`config.mk`:
```
export PLATFORM = sky130hd
export DESIGN_NAME = qspi_phase_sequencer
export DESIGN_NICKNAME = d
export VERILOG_FILES = /design/src/rtl/qspi_pkg.sv /design/src/rtl/qspi_phase_sequencer.sv
export SDC_FILE = /design/constraint.sdc
export NUM_CORES = 1
export LEC_CHECK = 0
export CAP_MARGIN = 20
export CORE_UTILIZATION = 40
export CTS_CLUSTER_SIZE = 10
export DETAILED_ROUTE_END_ITERATION = 8
export GPL_TIMING_DRIVEN = 0
export SYNTH_ARGS = -nofsm -noshare
export SYNTH_HDL_FRONTEND = slang
export SYNTH_SLANG_ARGS = --single-unit
```
`constraint.sdc`:
```
create_clock -name clk -period 6.9 [get_ports clk]
set_input_delay 0.69 -clock clk [delete_from_list [all_inputs] [get_ports clk]]
set_output_delay 0.69 -clock clk [all_outputs]
set_load 0.01 [all_outputs]
```
`src/rtl/qspi_pkg.sv`:
```
// Shared types and helpers for the QSPI phase sequencer and its sibling shift registers.
package qspi_pkg;

  localparam int unsigned CMD_BITS = 8;
  localparam int unsigned CNT_W    = 6;
  localparam int unsigned LEN_W    = 9;
  localparam int unsigned DUMMY_W  = 5;
  localparam int unsigned LANE_W   = 2;

  typedef enum logic [2:0] {
    ST_IDLE  = 3'd0,
    ST_CMD   = 3'd1,
    ST_ADDR  = 3'd2,
    ST_DUMMY = 3'd3,
    ST_DATA  = 3'd4,
    ST_DONE  = 3'd5
  } state_e;

  typedef logic [LANE_W-1:0] lane_code_t;

  // SCLK cycles needed to move `bits` over the lanes selected by `code` (11 behaves as single lane).
  function automatic logic [CNT_W-1:0] lanes_to_cycles(input logic [CNT_W-1:0] bits,
                                                       input lane_code_t code);
    case (code)
      2'b01:   return CNT_W'(bits >> 1);
      2'b10:   return CNT_W'(bits >> 2);
      default: return bits;
    endcase
  endfunction

  // One-hot {4,2,1} lane mode for a lane code.
  function automatic logic [2:0] lane_onehot(input lane_code_t code);
    case (code)
      2'b01:   return 3'b010;
      2'b10:   return 3'b100;
      default: return 3'b001;
    endcase
  endfunction

endpackage

```
`src/rtl/qspi_phase_sequencer.sv`:
```
// Sequences CMD / ADDR / DUMMY / DATA phases of a QSPI transaction, one step per SCLK tick,
// and drives chip select, SCLK gating, lane mode and per-phase shift strobes.
module qspi_phase_sequencer
  import qspi_pkg::*;
(
  input  logic       clk,
  input  logic       rst_n,
  input  logic       start,
  input  logic       abort,
  input  logic       shift_tick,
  input  logic [1:0] cmd_lanes_in,
  input  logic [1:0] addr_lanes_in,
  input  logic [1:0] data_lanes_in,
  input  logic       addr_en_in,
  input  logic       addrOF4B_in,
  input  logic [4:0] dummy_cycles_in,
  input  logic [8:0] data_len_in,
  output logic       cmd_load,
  output logic       addr_load,
  output logic       cmd_shift_en,
  output logic       addr_shift_en,
  output logic       data_shift_en,
  output logic       use_1_io_lines_out,
  output logic       use_2_io_lines_out,
  output logic       use_4_io_lines_out,
  output logic       addrOF4B_out,
  output logic       cs_n,
  output logic       sclk_en,
  output logic       busy,
  output logic       done,
  output logic       byte_tick,
  output logic [2:0] phase_out
);

  state_e             state_q, state_d;
  logic [CNT_W-1:0]   cnt_q, cnt_d;
  logic [LEN_W-1:0]   byte_cnt_q, byte_cnt_d;
  lane_code_t         cmd_lanes_q, cmd_lanes_d;
  lane_code_t         addr_lanes_q, addr_lanes_d;
  lane_code_t         data_lanes_q, data_lanes_d;
  logic               addr_en_q, addr_en_d;
  logic               addr4b_q, addr4b_d;
  logic [DUMMY_W-1:0] dummy_q, dummy_d;
  logic [LEN_W-1:0]   len_q, len_d;

  logic [CNT_W-1:0]   phase_len_c;
  logic               tick_last_c;
  logic               accept_c;
  state_e             after_cmd_c, after_addr_c, after_dummy_c;
  logic [2:0]         lanes_oh_c;

  assign accept_c = start && (state_q == ST_IDLE);

  // Skipped phases collapse forward in the fixed order.
  assign after_dummy_c = (len_q != '0)   ? ST_DATA  : ST_DONE;
  assign after_addr_c  = (dummy_q != '0) ? ST_DUMMY : after_dummy_c;
  assign after_cmd_c   = addr_en_q       ? ST_ADDR  : after_addr_c;

  // DATA length is per byte; the byte counter covers the rest.
  always_comb begin
    phase_len_c = '0;
    case (state_q)
      ST_CMD:   phase_len_c = lanes_to_cycles(CNT_W'(CMD_BITS), cmd_lanes_q);
      ST_ADDR:  phase_len_c = lanes_to_cycles(addr4b_q ? 6'd32 : 6'd24, addr_lanes_q);
      ST_DUMMY: phase_len_c = {1'b0, dummy_q};
      ST_DATA:  phase_len_c = lanes_to_cycles(CNT_W'(CMD_BITS), data_lanes_q);
      default:  phase_len_c = '0;
    endcase
  end

  assign tick_last_c = shift_tick && (cnt_q == phase_len_c - 6'd1);

  always_comb begin
    state_d      = state_q;
    cnt_d        = cnt_q;
    byte_cnt_d   = byte_cnt_q;
    cmd_lanes_d  = cmd_lanes_q;
    addr_lanes_d = addr_lanes_q;
    data_lanes_d = data_lanes_q;
    addr_en_d    = addr_en_q;
    addr4b_d     = addr4b_q;
    dummy_d      = dummy_q;
    len_d        = len_q;

    case (state_q)
      ST_IDLE: begin
        if (start) begin
          cmd_lanes_d  = cmd_lanes_in;
          addr_lanes_d = addr_lanes_in;
          data_lanes_d = data_lanes_in;
          addr_en_d    = addr_en_in;
          addr4b_d     = addrOF4B_in;
          dummy_d      = dummy_cycles_in;
          len_d        = data_len_in;
          cnt_d        = '0;
          byte_cnt_d   = '0;
          state_d      = ST_CMD;
        end
      end
      ST_CMD, ST_ADDR, ST_DUMMY: begin
        if (tick_last_c) begin
          cnt_d = '0;
          case (state_q)
            ST_CMD:  state_d = after_cmd_c;
            ST_ADDR: state_d = after_addr_c;
            default: state_d = after_dummy_c;
          endcase
        end else if (shift_tick) begin
          cnt_d = cnt_q + 6'd1;
        end
      end
      ST_DATA: begin
        if (tick_last_c) begin
          cnt_d = '0;
          if (byte_cnt_q == len_q - 9'd1) begin
            byte_cnt_d = '0;
            state_d    = ST_DONE;
          end else begin
            byte_cnt_d = byte_cnt_q + 9'd1;
          end
        end else if (shift_tick) begin
          cnt_d = cnt_q + 6'd1;
        end
      end
      default: state_d = ST_IDLE;
    endcase

    // Abort overrides any phase advance.
    if (abort && (state_q != ST_IDLE)) begin
      state_d    = ST_IDLE;
      cnt_d      = '0;
      byte_cnt_d = '0;
    end
  end

  always_ff @(posedge clk or negedge rst_n) begin
    if (!rst_n) begin
      state_q      <= ST_IDLE;
      cnt_q        <= '0;
      byte_cnt_q   <= '0;
      cmd_lanes_q  <= '0;
      addr_lanes_q <= '0;
      data_lanes_q <= '0;
      addr_en_q    <= 1'b0;
      addr4b_q     <= 1'b0;
      dummy_q      <= '0;
      len_q        <= '0;
    end else begin
      state_q      <= state_d;
      cnt_q        <= cnt_d;
      byte_cnt_q   <= byte_cnt_d;
      cmd_lanes_q  <= cmd_lanes_d;
      addr_lanes_q <= addr_lanes_d;
      data_lanes_q <= data_lanes_d;
      addr_en_q    <= addr_en_d;
      addr4b_q     <= addr4b_d;
      dummy_q      <= dummy_d;
      len_q        <= len_d;
    end
  end

  always_comb begin
    lanes_oh_c = 3'b000;
    case (state_q)
      ST_CMD:  lanes_oh_c = lane_onehot(cmd_lanes_q);
      ST_ADDR: lanes_oh_c = lane_onehot(addr_lanes_q);
      ST_DATA: lanes_oh_c = lane_onehot(data_lanes_q);
      default: lanes_oh_c = 3'b000;
    endcase
  end

  assign cmd_load           = accept_c;
  assign addr_load          = accept_c;
  assign cmd_shift_en       = shift_tick && (state_q == ST_CMD);
  assign addr_shift_en      = shift_tick && (state_q == ST_ADDR);
  assign data_shift_en      = shift_tick && (state_q == ST_DATA);
  assign use_1_io_lines_out = lanes_oh_c[0];
  assign use_2_io_lines_out = lanes_oh_c[1];
  assign use_4_io_lines_out = lanes_oh_c[2];
  assign addrOF4B_out       = addr4b_q;
  assign sclk_en            = (state_q == ST_CMD) || (state_q == ST_ADDR) ||
                              (state_q == ST_DUMMY) || (state_q == ST_DATA);
  assign cs_n               = !sclk_en;
  assign busy               = (state_q != ST_IDLE);
  assign done               = (state_q == ST_DONE);
  assign byte_tick          = (state_q == ST_DATA) && tick_last_c;
  assign phase_out          = state_q;

endmodule

```
# ---- After elaboration in Yosys (flattened, before gate mapping)
# Cells that the tools add are included.
dict set report word_totals {
  reg_bits 40
  output_inout_bits 17
  inputBits 27
}
dict set report classes {
  n_addsub 4
  reduce_logical 23
  eq_ne 18
  n_mux 29
}
# op n
set op_table {}
lappend op_table {{$mux W9} 4}
lappend op_table {{$mux W6} 5}
lappend op_table {{$pmux W3 S2} 4}
lappend op_table {{$pmux W6 S2} 2}
lappend op_table {{$pmux W6 S4} 1}
lappend op_table {{$mux W3} 7}
lappend op_table {{$pmux W3 S3} 2}
lappend op_table {{$pmux W9 S2} 1}
lappend op_table {{$pmux W4 S2} 2}
lappend op_table {{$add A9 B1 Y9 const B} 1}
lappend op_table {{$eq A9 B9 Y1} 1}
lappend op_table {{$ne A3 B3 Y1 const B} 3}
lappend op_table {{$reduce_bool A3 Y1} 3}
lappend op_table {{$reduce_bool A9 Y1} 1}
lappend op_table {{$sub A9 B1 Y9 const B} 1}
lappend op_table {{$logic_and A1 B1 Y1} 7}
lappend op_table {{$add A6 B1 Y6 const B} 1}
lappend op_table {{$eq A2 B1 Y1 const B} 3}
lappend op_table {{$eq A2 B2 Y1 const B} 3}
lappend op_table {{$eq A3 B2 Y1 const B} 2}
lappend op_table {{$eq A3 B3 Y1 const B} 2}
lappend op_table {{$eq A6 B6 Y1} 1}
lappend op_table {{$reduce_and A3 Y1} 2}
lappend op_table {{$sub A6 B1 Y6 const B} 1}
lappend op_table {{other kinds (12)} 14}

# ---- Depth between registers and ports, before layout
# Gate-level depths: netlist of the first run.
dict set report depth {
  word_depth 9
  ltp_mapped 14
}

# ---- Worst setup path after synthesis of the first run
# OpenSTA, ideal clock, no wires.
dict set report synth_timing {
  path_kind {reg2reg}
  start {register addr_lanes_q[0]}
  end {register byte_cnt_q[6]}
  path_stages_with_launch 15
  path_slack_ns 3.821
  required_time_ns 6.778
  path_buffers 1
  arrival_ns 2.957
  path_cell_list {dfrtp_1 -> inv_1 -> ha_1 -> or2_1 -> o21ai_0 -> a21oi_1 -> ha_1 -> xor2_1 -> nand3_1 -> nor3b_2 -> o31ai_2 -> o311a_1 -> buf_6 -> a211o_1 -> a32o_1}
}
dict set report synth_via {
  elab_chain_len 8
  elab_cells_between_ends 9
  cone_classes {add/sub (1); eq/ne (4); mux (2); reduce/logical (2)}
}
# item line_no
set synth_lines {}
lappend synth_lines {{start, declared} qspi_phase_sequencer.sv:39} ;# lane_code_t addr_lanes_q, addr_lanes_d;
lappend synth_lines {{start signal, assigned} qspi_phase_sequencer.sv:153} ;# addr_lanes_q <= addr_lanes_d;
lappend synth_lines {{$eq A2 B2 Y1 / $eq A2 B1 Y1 (equally long branches)} qspi_pkg.sv:24} ;# case (code)
lappend synth_lines {{$pmux W6 S2 (*)} qspi_pkg.sv:24}
lappend synth_lines {{$pmux W6 S4 (*)} qspi_phase_sequencer.sv:62} ;# case (state_q)
lappend synth_lines {{$sub A6 B1 Y6 (*)} qspi_phase_sequencer.sv:71} ;# assign tick_last_c = shift_tick && (cnt_q == phase_len_c - 6'd1);
lappend synth_lines {{$eq A6 B6 Y1 (*)} qspi_phase_sequencer.sv:71}
lappend synth_lines {{$logic_and A1 B1 Y1 (*)} qspi_phase_sequencer.sv:71}
lappend synth_lines {{$ne A3 B3 Y1 (no source line) (*)} n/a}
lappend synth_lines {{$reduce_and A3 Y1 (no source line) (*)} n/a}
lappend synth_lines {{end signal, assigned} qspi_phase_sequencer.sv:151} ;# byte_cnt_q <= byte_cnt_d;
lappend synth_lines {{end, declared} qspi_phase_sequencer.sv:37} ;# logic [LEN_W-1:0] byte_cnt_q, byte_cnt_d;
# Every way passes the cells marked *; elsewhere a longest branch is shown, timed or not.
# A chain may end at the register's enable or synchronous reset.

# ---- Worst setup path in the final report of the first run
dict set report layout_timing {
  start {register addr_lanes_q[0]}
  end {output port byte_tick}
}
dict set report layout_via {
  elab_chain_len 7
  elab_cells_between_ends 8
  cone_classes {add/sub (1); eq/ne (3); mux (2); reduce/logical (2)}
}
# item line_no
set layout_lines {}
lappend layout_lines {{$eq A2 B2 Y1 / $eq A2 B1 Y1 (equally long branches)} qspi_pkg.sv:24}
lappend layout_lines {{$pmux W6 S2 (*)} qspi_pkg.sv:24}
lappend layout_lines {{$pmux W6 S4 (*)} qspi_phase_sequencer.sv:62}
lappend layout_lines {{$sub A6 B1 Y6 (*)} qspi_phase_sequencer.sv:71}
lappend layout_lines {{$eq A6 B6 Y1 (*)} qspi_phase_sequencer.sv:71}
lappend layout_lines {{$logic_and A1 B1 Y1 (*)} qspi_phase_sequencer.sv:71}
lappend layout_lines {{$logic_and A1 B1 Y1 (*)} qspi_phase_sequencer.sv:186} ;# assign byte_tick = (state_q == ST_DATA) && tick_last_c;
lappend layout_lines {{end, declared} qspi_phase_sequencer.sv:31} ;# output logic byte_tick,
# Marked as above.

==> flow_summary.yaml, run 1 <==
grt:
  groute.usage.overall_pct: 20.7
  grt_pass1_vias: 2461
  grt_remaining_overflow: 0
  antenna_found_initial: 0
  grt_pass1_wl_mm: 12.3
  grt_max_degree: 32
detailed_routing:
  wl_per_cell_um: 15.4
  wirelength_mm: 7.46
  vias_per_cell: 5.55
  first_iter_violations: 202
  dr.pass1.iters: 5
  vias: 2694
  drc_errors: 0
  antenna_left: 0
worst_setup_path:
  cp_max_fo: 8
  worstPathArrival_ps: 3420
  crit_type: "register to primary output"
  cp-start-kind: "register"
  required_ps: 6210
  crit_path_end_kind: "primary output"
sta:
  fin_skew_ps: 7.76
  drv_slew: 0
  period_needed_ps: 4110
  final-setup-viol-count: 0
  fmax_mhz: 244
  maxSlewHeadroom_pct: 33.7
  finalSetupTns_ps: 0
  hold_viol_final: 0
  period_share_pct: 59.5
  rsz0062_at_grt: "no"
  tightest_slew_ps: 969
synth:
  yosysWarnings: 0
  synth_flop_cell: "dfrtp_1"
  yosysSeqAreaShare_pct: 34.3
  synth_area_sq_um: 2920
  synth_edf_count: 0
  synthArstFlopShare_pct: 100
  ys_ff_latch: 40
  yosys.cell_types.count: 64
  synth_nets: 375
  avgSynthCellArea_sq_um: 8.63
  synthCells: 338
place:
  dpl.hpwl_mm: 5.56
  port_buffers: 42
  place_congestion: 0.868
  dpl_cell_area_sq_um: 3470
power:
  power_density_nw_per_um2: 397
  ir_worst_vdd_v: 0.000226
  leakage_nw: 1.51
die:
  die_area_sq_um: 7640
  die-width_um: 87.4
  initial_utilization_pct: 42.2
  core_area_sq_um: 6910
  fp.dieH_um: 87.4
  rows: 30
  io_pins: 44
cts:
  ctsResizeCount: 0
  post_cts_buffers: 0
  htree_levels: 2
  clockRootBuffer: "clkbuf_8"
  clock_path_buffers: 2
  holdBufCountCts: 0
  clkSinkCount: 40
  clk_latency_ps: 300
  clkTransAtPathRegs_ps: 90
  cts_tree: "built"
  cts_made_buffers: 5
cells_and_area:
  num-fill-cells: 695
  layout_commonest_cell: "clkdlybuf4s50_1"
  final_nets: 425
  most-common-layout-cells: "41 x clkdlybuf4s50_1, 40 x dfrtp_1, 33 x nand2_1"
  stdcell_area_sq_um: 3590
  syn2layout_area_growth_pct: 23.0
  diodes: 0
  drive_above_1_share_pct: 10.8
run:
  max_cap_viol_count: 0
status:
  status: "finished clean"
min_path:
  hold_class: "primary input to asynchronous set/reset pin"
-- per-layer routing --
layer	vias to the layer above	track usage [%]	share of wire, %
met5	-	0	0
met3	8	2.94	4.4
met4	0	5.07	1.0
met1	1275	31.4	52
met2	76	30.4	43
li1	1335	-	-
-- layout make-up --
type | count | area, sq um | area share (%)
repair buffers | 43 | 435 | 12.1
multi-input cells | 264 | 1770 | 49.3
clock inverters | 3 | 46.3 | 1.29
clock buffers | 5 | 68.8 | 1.92
inverters | 18 | 67.6 | 1.88
well taps | 96 | 120 | 3.35
flip-flops and latches | 40 | 1000 | 27.9
plain buffers | 16 | 78.8 | 2.20
-- kinds of logic (layout without fill, tap and decap cells) --
group                      count (synthesis)  count (layout)  synth area share (%)
and+or+nand+nor                          136             136                  25.0
AOI/OAI and AO/OA                         89              89                  21.6
DFF                                       40              40                  34.3
buffers and inverters                     34              85                  5.02
xor gates and xnor gates                  14              14                  4.20
muxes                                     14              14                  5.32
adders and majority gates                 11              11                  4.63
-- worst max-delay path, cell delays in order (launching register included) --
cell,delay [ps]
dfrtp_1,360
inv_1,60
ha_1,380
or2_1,320
o21ai_0,190
a21oi_1,120
ha_1,310
xor2_1,140
nand3_1,110
nor3b_2,220
o31ai_2,120
nor3_1,190
clkdlybuf4s50_1,590
-- metrics by stage --
stage / setup slack (ps) / hold slack [ps] / cells / total power, mW / utilization (%)
after global placement: 3160 / 492 / 476 / 1.20 / 50.1
after detailed placement: 3170 / 508 / 477 / 1.22 / 50.3
final: 2790 / 258 / 485 / 1.43 / 52.0
after CTS: 2790 / 253 / 485 / 1.43 / 52.0
after floorplan: 3820 / 394 / 338 / 0.960 / -
after global routing: 2520 / 259 / 485 / 1.54 / 52.0
-- power breakdown --
part	switching [mW]	leakage (nW)	total (mW)	internal, mW
clock network	0.0928	0.0548	0.202	0.109
logic	0.449	0.948	0.829	0.380
registers	0.0840	0.511	0.396	0.312
total	0.626	1.51	1.43	0.801
-- registers in the layout (all words and copies together), names as in the netlist --
name and cells:
cmd_lanes_q 2, len_q 9, phase_out 3, byte_cnt_q 9, data_lanes_q 2, dummy_q 5, cnt_q 6, addrOF4B_out 1
addr_en_q 1, addr_lanes_q 2
-- synthesized netlist by cell type, types with 3 or more instances --
library cell  instances  area (sq um)
dfrtp_1              40          1000
nand2_1              33           124
o21ai_0              28           140
nor2_1               23          86.3
inv_1                18          67.6
nor3_1               13          65.1
mux2_2               12           135
nand3_1              12          60.1
ha_1                 10           125
a21oi_1               9          45.0
clkbuf_1              8          30.0
nand3b_1              8          60.1
xnor2_1               8          70.1
a21o_1                7          52.6
and3_1                7          43.8
buf_2                 6          30.0
xor2_1                6          52.6
a31oi_1               5          31.3
o31ai_1               5          37.5
and2_1                4          25.0
nand2b_1              4          25.0
nor3b_1               4          30.0
nor4_1                4          25.0
a211o_1               3          26.3
nand4_1               3          18.8
nor2b_1               3          18.8
o211ai_1              3          22.5
o22ai_1               3          18.8
-- worst paths after layout --
path	from	end	slack, ps	depth (start not counted)
worst max-delay path	addr_lanes_q[0]	byte_tick	2790	12
worst min-delay path	rst_n	cnt_q[0]	260	1
worst max register to register	len_q[0]	byte_cnt_q[7]	3380	10
worst min register to register	byte_cnt_q[8]	byte_cnt_q[8]	510	1
max in group asynchronous	rst_n	dummy_q[2]	6200	2
min in group clk	byte_cnt_q[8]	byte_cnt_q[8]	510	1
No activity file was read; power rests on OpenSTA's default activity.
==> run 2, diff against run 1 <==
==> constraint.sdc (replaced) <==
create_clock -name clk -period 3.4 [get_ports clk]
set_input_delay 0.34 -clock clk [delete_from_list [all_inputs] [get_ports clk]]
set_output_delay 0.34 -clock clk [all_outputs]
set_load 0.01 [all_outputs]
==> run 2 against run 1 <==
Effect of this change:
- global-route usage rose by 0.12 points
- critical path type is now register to register
- cell area rose by 2.3%
- largest power group unchanged
- combinational power is 110% higher
- clock power rose by 100%
==> flow_summary.yaml, run 2 (synthesis results as in run 1) <==
status:
  status: "finished clean"
sta:
  fmax_mhz: 309
  period_share_pct: 95.1
  final-setup-viol-count: 0
  hold_viol_final: 0
  worst_slack_ps: 166
  tightest_slew_ps: 745
  period_needed_ps: 3230
  fin_skew_ps: 4.81
  maxSlewHeadroom_pct: 50.2
  drv_slew: 0
power:
  power_frac_seq_pct: 27.0
  p_int_mw: 1.68
  leakage_nw: 1.54
  finalPower_mw: 2.98
  power_density_nw_per_um2: 811
  comb_power_share_pct: 59.2
  p_sw_share_pct: 43.7
  power_switching_mw: 1.30
  ir_worst_vdd_v: 0.000437
  power.share.clock_pct: 13.8
die:
  fp.dieH_um: 87.4
  die-width_um: 87.4
  core_area_sq_um: 6910
  io_pins: 44
  initial_utilization_pct: 42.2
  rows: 30
  die_area_sq_um: 7640
place:
  post-place-ws_ps: -95.4
  dpl.hpwl_mm: 5.56
  port_buffers: 42
  place_congestion: 0.868
worst_setup_path:
  path_cells: "inv_2 > ha_4 > or2_4 > o21ai_1 > a21oi_1 > ha_2 > xor2_1 > nand3_1 > nor3b_2 > o31ai_4 > o311a_1 > buf_6 > a211o_1 > a32o_1"
  cpPeakStageDelay_ps: 400
  cp_slowest_cell: "dfrtp_1"
  cp_max_fo: 10
  crit_type: "register to register"
  critical-path-top-delay-family: "compound AO/OA/AOI/OAI gates"
  cp-start-kind: "register"
  worstPathArrival_ps: 3430
  crit_start: "addr_lanes_q[0]"
  crit_buf_inv: 2
  crit_path_end_kind: "register"
  required_ps: 3590
  r2r-start: "addr_lanes_q[0]"
detailed_routing:
  vias_per_cell: 5.53
  drc_errors: 0
  wirelength_mm: 7.51
  wl_per_cell_um: 15.3
  first_iter_violations: 189
  vias: 2703
  antenna_left: 0
  dr.pass1.iters: 4
min_path:
  hold_class: "primary input to asynchronous set/reset pin"
grt:
  grt_pass1_vias: 2495
  grt_remaining_overflow: 0
  antenna_found_initial: 0
  grt_max_degree: 32
  groute.usage.overall_pct: 20.8
  grt_pass1_wl_mm: 12.4
cells_and_area:
  reg_top3: "byte_cnt_q (9), len_q (9), cnt_q (6)"
  most-common-layout-cells: "40 x dfrtp_1, 40 x clkdlybuf4s50_1, 33 x nand2_1"
  final_nets: 429
  drive_above_1_share_pct: 14.2
  ff_latch_area_sq_um: 1000
  diodes: 0
  num-fill-cells: 699
  multi_input_comb_area_sq_um: 1820
  syn2layout_area_growth_pct: 25.8
cts:
  htree_levels: 2
  cts_tree: "built"
  cts_made_buffers: 5
  clk_latency_ps: 300
  clockRootBuffer: "clkbuf_8"
  clkSinkCount: 40
  clock_path_buffers: 2
  clkTransAtPathRegs_ps: 90
run:
  max_cap_viol_count: 0
-- run 2: path summary, 6_finish.rpt --
kind | endpoint | slack, ps | depth (start not counted)
max in group asynchronous | dummy_q[2] | 2500 | 3
setup reg to reg | byte_cnt_q[7] | 170 | 14
hold reg to reg | byte_cnt_q[8] | 510 | 1
min in group clk | phase_out[2] | 500 | 2
hold / removal | byte_cnt_q[7] | 450 | 2
setup / recovery | byte_cnt_q[7] | 170 | 14
-- run 2: cell type report --
cell class              instances  area share, %
multi-input cells             264           49.6
flip-flops and latches         40           27.3
repair buffers                 48           12.8
well taps                      96           3.27
plain buffers                  15           2.05
clock buffers                   5           1.88
inverters                      18           1.84
clock inverters                 3           1.26
-- run 2: stage by stage --
step                utilization, %  hold WS, ps  std cells  setup TNS [ps]  cell area [sq um]
floorplan                        -         44.4        338               0               2920
global placement              50.1          492        476           -31.0               3460
finish                        53.1          450        489               0               3670
detailed placement            50.3          232        477           -95.4               3470
global route                  53.1          472        489           -61.6               3670
CTS                           52.2          438        486           -13.4               3610
-- run 2: power groups by stage --
stage          logic [mW]  registers (mW)  clock network (mW)
6_report             1.76           0.805               0.410
5_1_grt              1.95           0.829               0.442
4_1_cts              1.70           0.800               0.420
3_5_place_dp         1.66           0.807                   0
3_3_place_gp         1.64           0.802                   0
2_1_floorplan        1.19           0.759                   0
-- run 2: what timing repair did --
item / 4_1_cts / 5_1_grt
pin swaps: 0 / 3
hold buffers: 1 / 0
endpoints found under the setup margin: 2 / 20
endpoints found under the hold margin: 9 / 0
setup buffers: 0 / 4
gates resized for setup: 7 / 13
-- run 2: metal layers --
metal / routed length, um / part of all wire, % / global-route usage [%]
met1: 3860 / 51 / 31.4
met2: 3220 / 43 / 30.8
met3: 355 / 4.7 / 2.94
met4: 72 / 0.96 / 5.07
met5: 0 / 0 / 0
